===== src/rtl/wb_fifo_ctrl.sv =====
// rtl/wb_fifo_ctrl.sv - Wishbone controller sharing one strobe-driven FIFO between the CPU and a hardware producer
module wb_fifo_ctrl #(
    parameter int DATO_WIDTH  = 8,
    parameter int FIFO_LENGTH = 5
) (
    input  logic                  clk,
    input  logic                  rst,
    input  logic                  wb_cyc_i,
    input  logic                  wb_stb_i,
    input  logic                  wb_we_i,
    input  logic [3:0]            wb_adr_i,
    input  logic [31:0]           wb_dat_i,
    output logic [31:0]           wb_dat_o,
    output logic                  wb_ack_o,
    input  logic                  prod_valid,
    input  logic [DATO_WIDTH-1:0] prod_data,
    output logic                  prod_ready,
    output logic [DATO_WIDTH-1:0] fifo_din,
    output logic                  fifo_wr,
    output logic                  fifo_rd,
    output logic                  fifo_rst,
    input  logic [DATO_WIDTH-1:0] fifo_dout,
    input  logic                  fifo_full,
    input  logic                  fifo_empty,
    output logic                  irq
);

    localparam int LW = FIFO_LENGTH + 1;
    localparam logic [LW-1:0] DEPTH_L = LW'(1 << FIFO_LENGTH);
    localparam logic [LW-1:0] LVL_ONE = LW'(1);

    typedef enum logic [2:0] {
        S_IDLE, S_PUSH, S_POP, S_REG, S_SETTLE, S_ACK
    } state_t;

    state_t                  state, state_nxt;
    logic [LW-1:0]           level;
    logic                    irq_en, prod_en, ovf, udf;
    logic [7:0]              threshold;
    logic                    last_grant;
    logic                    grant_prod;
    logic                    op_pop;
    logic [1:0]              adr_q;
    logic                    we_q;
    logic [31:0]             wdat_q;
    logic [DATO_WIDTH-1:0]   pop_q;

    logic blocked_full, blocked_empty, thr_hit;
    logic cpu_req, prod_req, grant_cpu, grant_p;
    logic [31:0] status_word, ctrl_word, reg_rdata;
    logic unused_ok;

    assign blocked_full  = fifo_full | (level == DEPTH_L);
    assign blocked_empty = fifo_empty | (level == '0);
    assign thr_hit       = (32'(level) >= 32'(threshold)) & (threshold != 8'd0);

    // Round-robin: on contention, the side that did not win last time gets the grant.
    assign cpu_req   = wb_cyc_i & wb_stb_i;
    assign prod_req  = prod_valid & prod_en & ~blocked_full;
    assign grant_cpu = cpu_req & (~prod_req | last_grant);
    assign grant_p   = prod_req & (~cpu_req | ~last_grant);

    assign unused_ok = ^{wdat_q, wb_adr_i[1:0]};

    always_comb begin
        status_word       = '0;
        status_word[0]    = blocked_empty;
        status_word[1]    = blocked_full;
        status_word[2]    = thr_hit;
        status_word[3]    = ovf;
        status_word[4]    = udf;
        status_word[15:8] = 8'(level);
        ctrl_word         = '0;
        ctrl_word[0]      = irq_en;
        ctrl_word[1]      = prod_en;
        ctrl_word[15:8]   = threshold;
        case (adr_q)
            2'd1:    reg_rdata = status_word;
            2'd2:    reg_rdata = ctrl_word;
            default: reg_rdata = '0;
        endcase
    end

    always_ff @(posedge clk or negedge rst) begin
        if (!rst) state <= S_IDLE;
        else      state <= state_nxt;
    end

    always_comb begin
        state_nxt = state;
        case (state)
            S_IDLE: begin
                if (grant_cpu) begin
                    if (wb_adr_i[3:2] == 2'd0) state_nxt = wb_we_i ? S_PUSH : S_POP;
                    else                       state_nxt = S_REG;
                end else if (grant_p) begin
                    state_nxt = S_PUSH;
                end
            end
            S_PUSH, S_POP: state_nxt = S_SETTLE;
            S_REG:         state_nxt = S_IDLE;
            S_SETTLE:      state_nxt = (grant_prod | ~wb_cyc_i) ? S_IDLE : S_ACK;
            S_ACK:         state_nxt = S_IDLE;
            default:       state_nxt = S_IDLE;
        endcase
    end

    // Register accesses are acknowledged in the REG cycle itself for single-cycle latency.
    always_comb begin
        fifo_wr    = 1'b0;
        fifo_rd    = 1'b0;
        fifo_din   = '0;
        prod_ready = 1'b0;
        wb_ack_o   = 1'b0;
        wb_dat_o   = '0;
        case (state)
            S_PUSH: begin
                fifo_wr    = grant_prod | ~blocked_full;
                prod_ready = grant_prod;
                if (fifo_wr) fifo_din = grant_prod ? prod_data : wdat_q[DATO_WIDTH-1:0];
            end
            S_POP: fifo_rd = ~blocked_empty;
            S_REG: begin
                wb_ack_o = wb_cyc_i;
                wb_dat_o = we_q ? '0 : reg_rdata;
            end
            S_ACK: begin
                wb_ack_o = 1'b1;
                wb_dat_o = op_pop ? 32'(pop_q) : '0;
            end
            default: ;
        endcase
    end

    always_ff @(posedge clk or negedge rst) begin
        if (!rst) begin
            level      <= '0;
            irq_en     <= 1'b0;
            prod_en    <= 1'b0;
            threshold  <= '0;
            ovf        <= 1'b0;
            udf        <= 1'b0;
            last_grant <= 1'b0;
            grant_prod <= 1'b0;
            op_pop     <= 1'b0;
            adr_q      <= '0;
            we_q       <= 1'b0;
            wdat_q     <= '0;
            pop_q      <= '0;
            fifo_rst   <= 1'b1;
            irq        <= 1'b0;
        end else begin
            fifo_rst <= 1'b0;
            irq      <= irq_en & (thr_hit | ovf | udf);

            if (fifo_rst)                        level <= '0;
            else if (fifo_wr && level != DEPTH_L) level <= level + LVL_ONE;
            else if (fifo_rd && level != '0)      level <= level - LVL_ONE;

            case (state)
                S_IDLE: begin
                    if (grant_cpu) begin
                        grant_prod <= 1'b0;
                        last_grant <= 1'b0;
                        adr_q      <= wb_adr_i[3:2];
                        we_q       <= wb_we_i;
                        wdat_q     <= wb_dat_i;
                        op_pop     <= (wb_adr_i[3:2] == 2'd0) & ~wb_we_i;
                    end else if (grant_p) begin
                        grant_prod <= 1'b1;
                        last_grant <= 1'b1;
                        op_pop     <= 1'b0;
                    end
                end
                S_PUSH: if (!grant_prod && blocked_full) ovf <= 1'b1;
                S_POP: begin
                    if (blocked_empty) begin
                        udf   <= 1'b1;
                        pop_q <= '0;
                    end else begin
                        pop_q <= fifo_dout;
                    end
                end
                S_REG: begin
                    if (we_q && adr_q == 2'd2) begin
                        irq_en    <= wdat_q[0];
                        prod_en   <= wdat_q[1];
                        threshold <= wdat_q[15:8];
                        fifo_rst  <= wdat_q[2];
                    end
                    if (we_q && adr_q == 2'd3) begin
                        if (wdat_q[3]) ovf <= 1'b0;
                        if (wdat_q[4]) udf <= 1'b0;
                    end
                end
                default: ;
            endcase
        end
    end

endmodule

===== config.mk =====
export PLATFORM = sky130hd
export DESIGN_NAME = wb_fifo_ctrl
export DESIGN_NICKNAME = d
export VERILOG_FILES = /design/src/rtl/wb_fifo_ctrl.sv
export SDC_FILE = /design/constraint.sdc
export NUM_CORES = 1
export LEC_CHECK = 0
export ABC_AREA = 0
export BUFFER_PORTS_ARGS = -buffer_cell sky130_fd_sc_hd__buf_2
export CORE_UTILIZATION = 38
export CTS_CLUSTER_DIAMETER = 120
export DETAILED_ROUTE_END_ITERATION = 7
export GPL_TIMING_DRIVEN = 0
export PLACE_DENSITY = 0.7
export SYNTH_ARGS = -nofsm -noshare
export SYNTH_HDL_FRONTEND = slang
export SYNTH_SLANG_ARGS = --single-unit

===== constraint.sdc =====
create_clock -name clk -period 2.8 [get_ports clk]
set_input_delay 0.28 -clock clk [delete_from_list [all_inputs] [get_ports clk]]
set_output_delay 0.28 -clock clk [all_outputs]
set_load 0.05 [all_outputs]

After elaboration in Yosys (flattened, before gate mapping)
Index checks and enable logic that the tools add are counted.

cells by class
  add/sub/neg operators = 2
  $lt $le $gt $ge = 1
  equal/unequal tests = 16
  mux-type cells = 35
  bitwise logic cells = 23
  reductions and logical operators = 21

operator list
  cell                                           number
  case mux 32 bit (2 select lines)               1
  2-to-1 mux 8 bit                               5
  2-to-1 mux 32 bit                              1
  case mux 16 bit (2 select lines)               1
  2-to-1 mux 6 bit                               3
  2-to-1 mux 1 bit                               15
  != test 2 bit, second input constant           5
  2-to-1 mux 3 bit                               3
  case mux 3 bit (3 select lines)                1
  bitwise AND 1 bit                              8
  greater-or-equal comparator 6 x 8 -> 1 bit     1
  OR 1 bit                                       8
  AND reduction 4 bit                            2
  nonzero test 8 bit                             1
  inverter 1 bit                                 7
  adder 6 x 1 -> 6 bit, second input constant    1
  == test 3 x 2 -> 1 bit, second input constant  2
  == test 3 bit, second input constant           2
  == test 6 bit, second input constant           1
  zero test 6 bit                                1
  != test 6 bit, second input constant           1
  case mux 1 bit (2 select lines)                3
  AND reduction 2 bit                            3
  nonzero test 2 bit                             3
  13 further kinds                               19

storage, ports and cells
  register bits after elaboration = 52
  input bits = 60
  output and inout port bits = 46
  logic and storage cells = 113

Longest topological paths before layout
  depth after elaboration = 9
  gate-level depth with buffers = 11
  gate-level depth less buffers = 10

Least setup slack after synthesis
Ideal clock, no wire load.

  path kind = register to output
  from = reg adr_q[0]
  to = out wb_dat_o[10]
  arrival time = 2.294 ns
  path slack = 0.226 ns
  cell stages (with the launch flop) = 4
  path buffers = 0
  cells stage by stage = dfrtp_1 inv_1 ha_1 nor4_1

on the way
  cells in the longest elaborated chain, start to end = 4
  elaborated cells between the ends (all ways) = 5
  classes of those cells = 2 x eq/ne; 3 x mux

ends and longest elaborated chain
  item                                                            line  RTL
  from (decl)                                                     43    logic [1:0] adr_q;
  from (signal assigned)                                          165   adr_q <= wb_adr_i[3:2];
  == test 2 bit / == test 2 x 1 -> 1 bit (equally long branches)  77    case (adr_q)
  case mux 16 bit (2 select lines) (*)                            77
  2-to-1 mux 32 bit (*)                                           125   wb_dat_o = we_q ? '0 : reg_rdata;
  case mux 32 bit (2 select lines) (*)                            116   case (state)
  to (decl)                                                       13    output logic [31:0] wb_dat_o,

Mark *: on every way between the ends. The rest lies on a longest branch, timed or not.

Worst setup path after layout
  from = reg state[1]
  to = out wb_dat_o[2]

on the way
  cells in the longest elaborated chain, start to end = 2
  elaborated cells between the ends (all ways) = 3
  classes of those cells = 2 x eq/ne; 1 x mux

ends and longest elaborated chain
  item                                                            line  RTL
  from (decl)                                                     36    state_t state, state_nxt;
  from (signal assigned)                                          86    else state <= state_nxt;
  == test 3 bit / == test 3 x 2 -> 1 bit (equally long branches)  116
  case mux 32 bit (2 select lines) (*)                            116

Marked as above.

==> impl_metrics.env <==
export IMPL_layout_net_count=461
export IMPL_clock_insertion_delay_worst_skew_ns=0.32
export IMPL_post_synth_mux_area_share_pct=16.0
export IMPL_cts_tree="yes"
export IMPL_slack_of_the_worst_reg_to_reg_path_ns=0.23
export IMPL_p_per_area_nw_per_um2=897
export IMPL_drc=0
export IMPL_run_status="completed"
export IMPL_worst_r2r_endpoint="level[5]"
export IMPL_detail_route_iter0_violations=86
export IMPL_track_usage_pct=17.2
export IMPL_maxClockFrequency_ghz=0.385
export IMPL_synth_yosys_warnings=0
export IMPL_final_period_minus_worst_setup_slack_ns=2.60
export IMPL_hold_path_startpoint="wb_we_i"
export IMPL_dp_slack_ns=0.225
export IMPL_placement_rows=32
export IMPL_grt_setup_unrepaired="no"
export IMPL_place_hpwl_mm=5.38
export IMPL_post_synth_edffs=0
export IMPL_grt_first_pass_wirelength_mm=11.5
export IMPL_antenna_found_initial=0
export IMPL_final_min_period_over_clock_period_pct=92.9
export IMPL_cp_data_required_time_ns=2.52
export IMPL_first_global_vias=2400
export IMPL_start_kind="flip-flop"
export IMPL_synth_lib_cells_used_distinct=57
export IMPL_crit_type="reg -> out"
export IMPL_drtPass1Iterations=4
export IMPL_clkSinkCount=52
export IMPL_final_antenna_net_count=0
export IMPL_post_synth_main_area_contributors="sky130_fd_sc_hd__dfrtp_1, sky130_fd_sc_hd__mux2_4, sky130_fd_sc_hd__ha_1"
export IMPL_combinational_family_with_the_most_area_after_synthesis="multiplexers"
export IMPL_fp_dieH_um=93.1
export IMPL_vias_per_cell=4.98
export IMPL_synth_adder_area_share_pct=5.79
export IMPL_final_routed_wirelength_across_all_metal_layers_mm=7.01
export IMPL_initial_core_util_pct=40.0
export IMPL_area_growth_syn_to_layout_pct=21.0
export IMPL_cap_viol_max_count=0
export IMPL_synth_area_leader_cell="sky130_fd_sc_hd__dfrtp_1"
export IMPL_synth_compound_gate_area_share_pct=12.4
export IMPL_critPathMaxFanout=10
export IMPL_timing_max_transition_violations_final=0
export IMPL_min_delay_worst_endpoint="state[1]"
export IMPL_synth_main_ff_cell="sky130_fd_sc_hd__dfrtp_1"
export IMPL_placeable_area_um2=7890
export IMPL_r2r_start="grant_prod"
export IMPL_horizontal_die_dimension_um=93.1
export IMPL_grt_overflow=0
export IMPL_final_hold_violation_count=0
export IMPL_worst_r2r_cell_count=10
export IMPL_skew_ns=0.0161
export IMPL_syn_cell_area_um2=3160
export IMPL_postSynth_asyncResetShare_pct=100
export IMPL_cts_path_max_buffers=2
export IMPL_irDropWorstVdd_mv=0.332
export IMPL_power_total_uw=3420
export IMPL_synth_largest_type_area_fraction_pct=40.4
export IMPL_final_setup_violation_count=0
export IMPL_grt_start_max_net_pins=53
export IMPL_drt_wirelength_per_cell_um=14.3
export IMPL_cts_resized_gates=0
export IMPL_flop_and_latch_count_out_of_synthesis=52
export IMPL_antenna_cells=0
export IMPL_worst_slew_pin_slew_ns=1.16
export IMPL_postSynthCellCount=294
export IMPL_floorplan_io_pins=106
export IMPL_static_leakage_power_uw=0.00194
export IMPL_cts_repair_timing_setup_buffer_count=0
export IMPL_post_cts_hold_buffer_count=0
export IMPL_hold_path_cell_count=2
export IMPL_synth_simple_area_share_pct=14.9
export IMPL_hold_path_class="in -> reg"
export IMPL_detailroute_via_count=2439
export IMPL_gpl_final_weighted_congestion=0.828
export IMPL_layout_drive_gt1_share_pct=36.6
export IMPL_h_tree_depth=2
export IMPL_clk_transition_reported_paths_ns=0.10
export IMPL_post_synth_xor_area_fraction_pct=1.11
export IMPL_timing_slew_headroom_pct=22.7
export IMPL_io_buffer_count=71
export IMPL_endpoint_kind="output port"
export IMPL_timing_critical_path_arrival_ns=2.32
export IMPL_syn_avg_cell_area_um2=10.7
export IMPL_share_of_the_yosys_chip_area_belonging_to_registers_pct=41.3
export IMPL_cts_inserted_buffers=5
export IMPL_die_area_um2=8670
export IMPL_post_route_worst_setup_slack_ns=0.200
export IMPL_setup_tns_ns=0
export IMPL_cts_root_buf="sky130_fd_sc_hd__clkbuf_8"
-- cell usage after synthesis (2+ instances only) --
library cell,count
sky130_fd_sc_hd__a21o_1,3
sky130_fd_sc_hd__and3_1,3
sky130_fd_sc_hd__buf_4,17
sky130_fd_sc_hd__a211oi_1,2
sky130_fd_sc_hd__buf_12,2
sky130_fd_sc_hd__buf_2,4
sky130_fd_sc_hd__mux2i_1,10
sky130_fd_sc_hd__inv_1,14
sky130_fd_sc_hd__nand4_1,4
sky130_fd_sc_hd__nor3_1,4
sky130_fd_sc_hd__dfrtp_1,51
sky130_fd_sc_hd__nand2_1,25
sky130_fd_sc_hd__and2_1,6
sky130_fd_sc_hd__nand2b_1,4
sky130_fd_sc_hd__nor4_1,2
sky130_fd_sc_hd__mux2_2,11
sky130_fd_sc_hd__ha_1,13
sky130_fd_sc_hd__o21ai_0,12
sky130_fd_sc_hd__nor2b_1,5
sky130_fd_sc_hd__a22oi_1,2
sky130_fd_sc_hd__clkbuf_1,4
sky130_fd_sc_hd__a32o_1,2
sky130_fd_sc_hd__mux2_4,18
sky130_fd_sc_hd__a22o_1,7
sky130_fd_sc_hd__nand3_1,6
sky130_fd_sc_hd__xnor2_1,4
sky130_fd_sc_hd__nor2_1,21
sky130_fd_sc_hd__o21a_1,2
sky130_fd_sc_hd__a21oi_1,8
-- per-stage QoR --
step / instance area, um^2 / hold WS (ns) / cells / utilization (%)
after floorplan: 3210 / -0.0156 / 309 / -
after global placement: 3690 / 0.456 / 482 / 46.8
after detailed placement: 3690 / 0.464 / 482 / 46.8
after CTS: 3810 / 0.160 / 490 / 48.3
after global routing: 3820 / 0.159 / 490 / 48.4
final: 3820 / 0.163 / 490 / 48.4
-- worst max-delay path by stage --
| stage | start | to | slack [ns] | cells after the start |
|---|---|---|---|---|
| 6_report | state[1] | wb_dat_o[2] | 0.20 | 8 |
| 5_1_grt | state[1] | wb_dat_o[2] | 0.06 | 8 |
| 4_1_cts | grant_prod | level[5] | 0.18 | 10 |
| 3_5_place_dp | grant_prod | level[5] | 0.23 | 10 |
| 3_3_place_gp | grant_prod | level[5] | 0.33 | 10 |
| 2_1_floorplan | adr_q[0] | wb_dat_o[10] | 0.23 | 3 |
-- power breakdown --
part | switching (uW) | internal [uW] | leakage, uW
registers | 298 | 1040 | 0.000645
logic | 790 | 750 | 0.00123
clock network | 275 | 272 | 0.0000600
-- routing by layer --
metal,vias to the layer above,GRT usage [%],share of wire [%]
li1,1194,-,-
met1,1165,23.0,46
met2,74,27.9,47
met3,6,3.82,5.4
met4,0,4.87,1.1
met5,-,0,0
-- critical path: stages, from the launching register on --
cell and delay [ns]:
sky130_fd_sc_hd__dfrtp_1 0.47, sky130_fd_sc_hd__nor2b_1 0.15, sky130_fd_sc_hd__buf_2 0.18, sky130_fd_sc_hd__nand2_1 0.10
sky130_fd_sc_hd__nor4b_2 0.29, sky130_fd_sc_hd__buf_2 0.29, sky130_fd_sc_hd__nand2_1 0.08, sky130_fd_sc_hd__o21ai_1 0.16
sky130_fd_sc_hd__buf_2 0.28
-- sequential cells by signal, summed over array words and instances, names as in the netlist --
register	count
state	3
op_pop	1
adr_q	2
udf	1
threshold	8
wdat_q	16
prod_en	1
level	6
irq_en	1
fifo_rst	1
we_q	1
pop_q	8
irq	1
grant_prod	1
ovf	1
-- cell type report --
class	instances	area (um^2)
Fill cell	763	4070
Multi-Input combinational cell	215	1650
Sequential cell	52	1300
Timing Repair Buffer	71	355
Buffer	28	214
Tap cell	102	128
Clock buffer	5	68.8
Inverter	14	52.6
Clock inverter	3	46.3
-- cell families (layout without fill, tap and decap cells) --
logic type | after synthesis | count (layout)
AOI/OAI and AO/OA | 52 | 52
xor gates and xnor gates | 4 | 4
adders and majority gates | 14 | 14
buffers and inverters | 42 | 121
DFF | 52 | 52
muxes | 40 | 40
other | 1 | 16
and+or+nand+nor | 89 | 89
-- layout by cell type (no fill, tap or decap), types with 4 or more instances in the layout --
master	count
sky130_fd_sc_hd__a21oi_1	8
sky130_fd_sc_hd__nor2_1	21
sky130_fd_sc_hd__nand4_1	4
sky130_fd_sc_hd__nor2b_1	5
sky130_fd_sc_hd__a22o_1	7
sky130_fd_sc_hd__clkbuf_8	5
sky130_fd_sc_hd__o21ai_0	12
sky130_fd_sc_hd__mux2i_1	10
sky130_fd_sc_hd__nand2_1	25
sky130_fd_sc_hd__nor3_1	4
sky130_fd_sc_hd__mux2_4	18
sky130_fd_sc_hd__mux2_2	11
sky130_fd_sc_hd__inv_1	14
sky130_fd_sc_hd__clkbuf_1	4
sky130_fd_sc_hd__buf_4	17
sky130_fd_sc_hd__conb_1	16
sky130_fd_sc_hd__dfrtp_1	51
sky130_fd_sc_hd__ha_1	13
sky130_fd_sc_hd__buf_2	75
sky130_fd_sc_hd__xnor2_1	4
sky130_fd_sc_hd__and2_1	6
sky130_fd_sc_hd__nand2b_1	4
sky130_fd_sc_hd__nand3_1	6
Note: power is estimated with default switching activity, not from simulation.
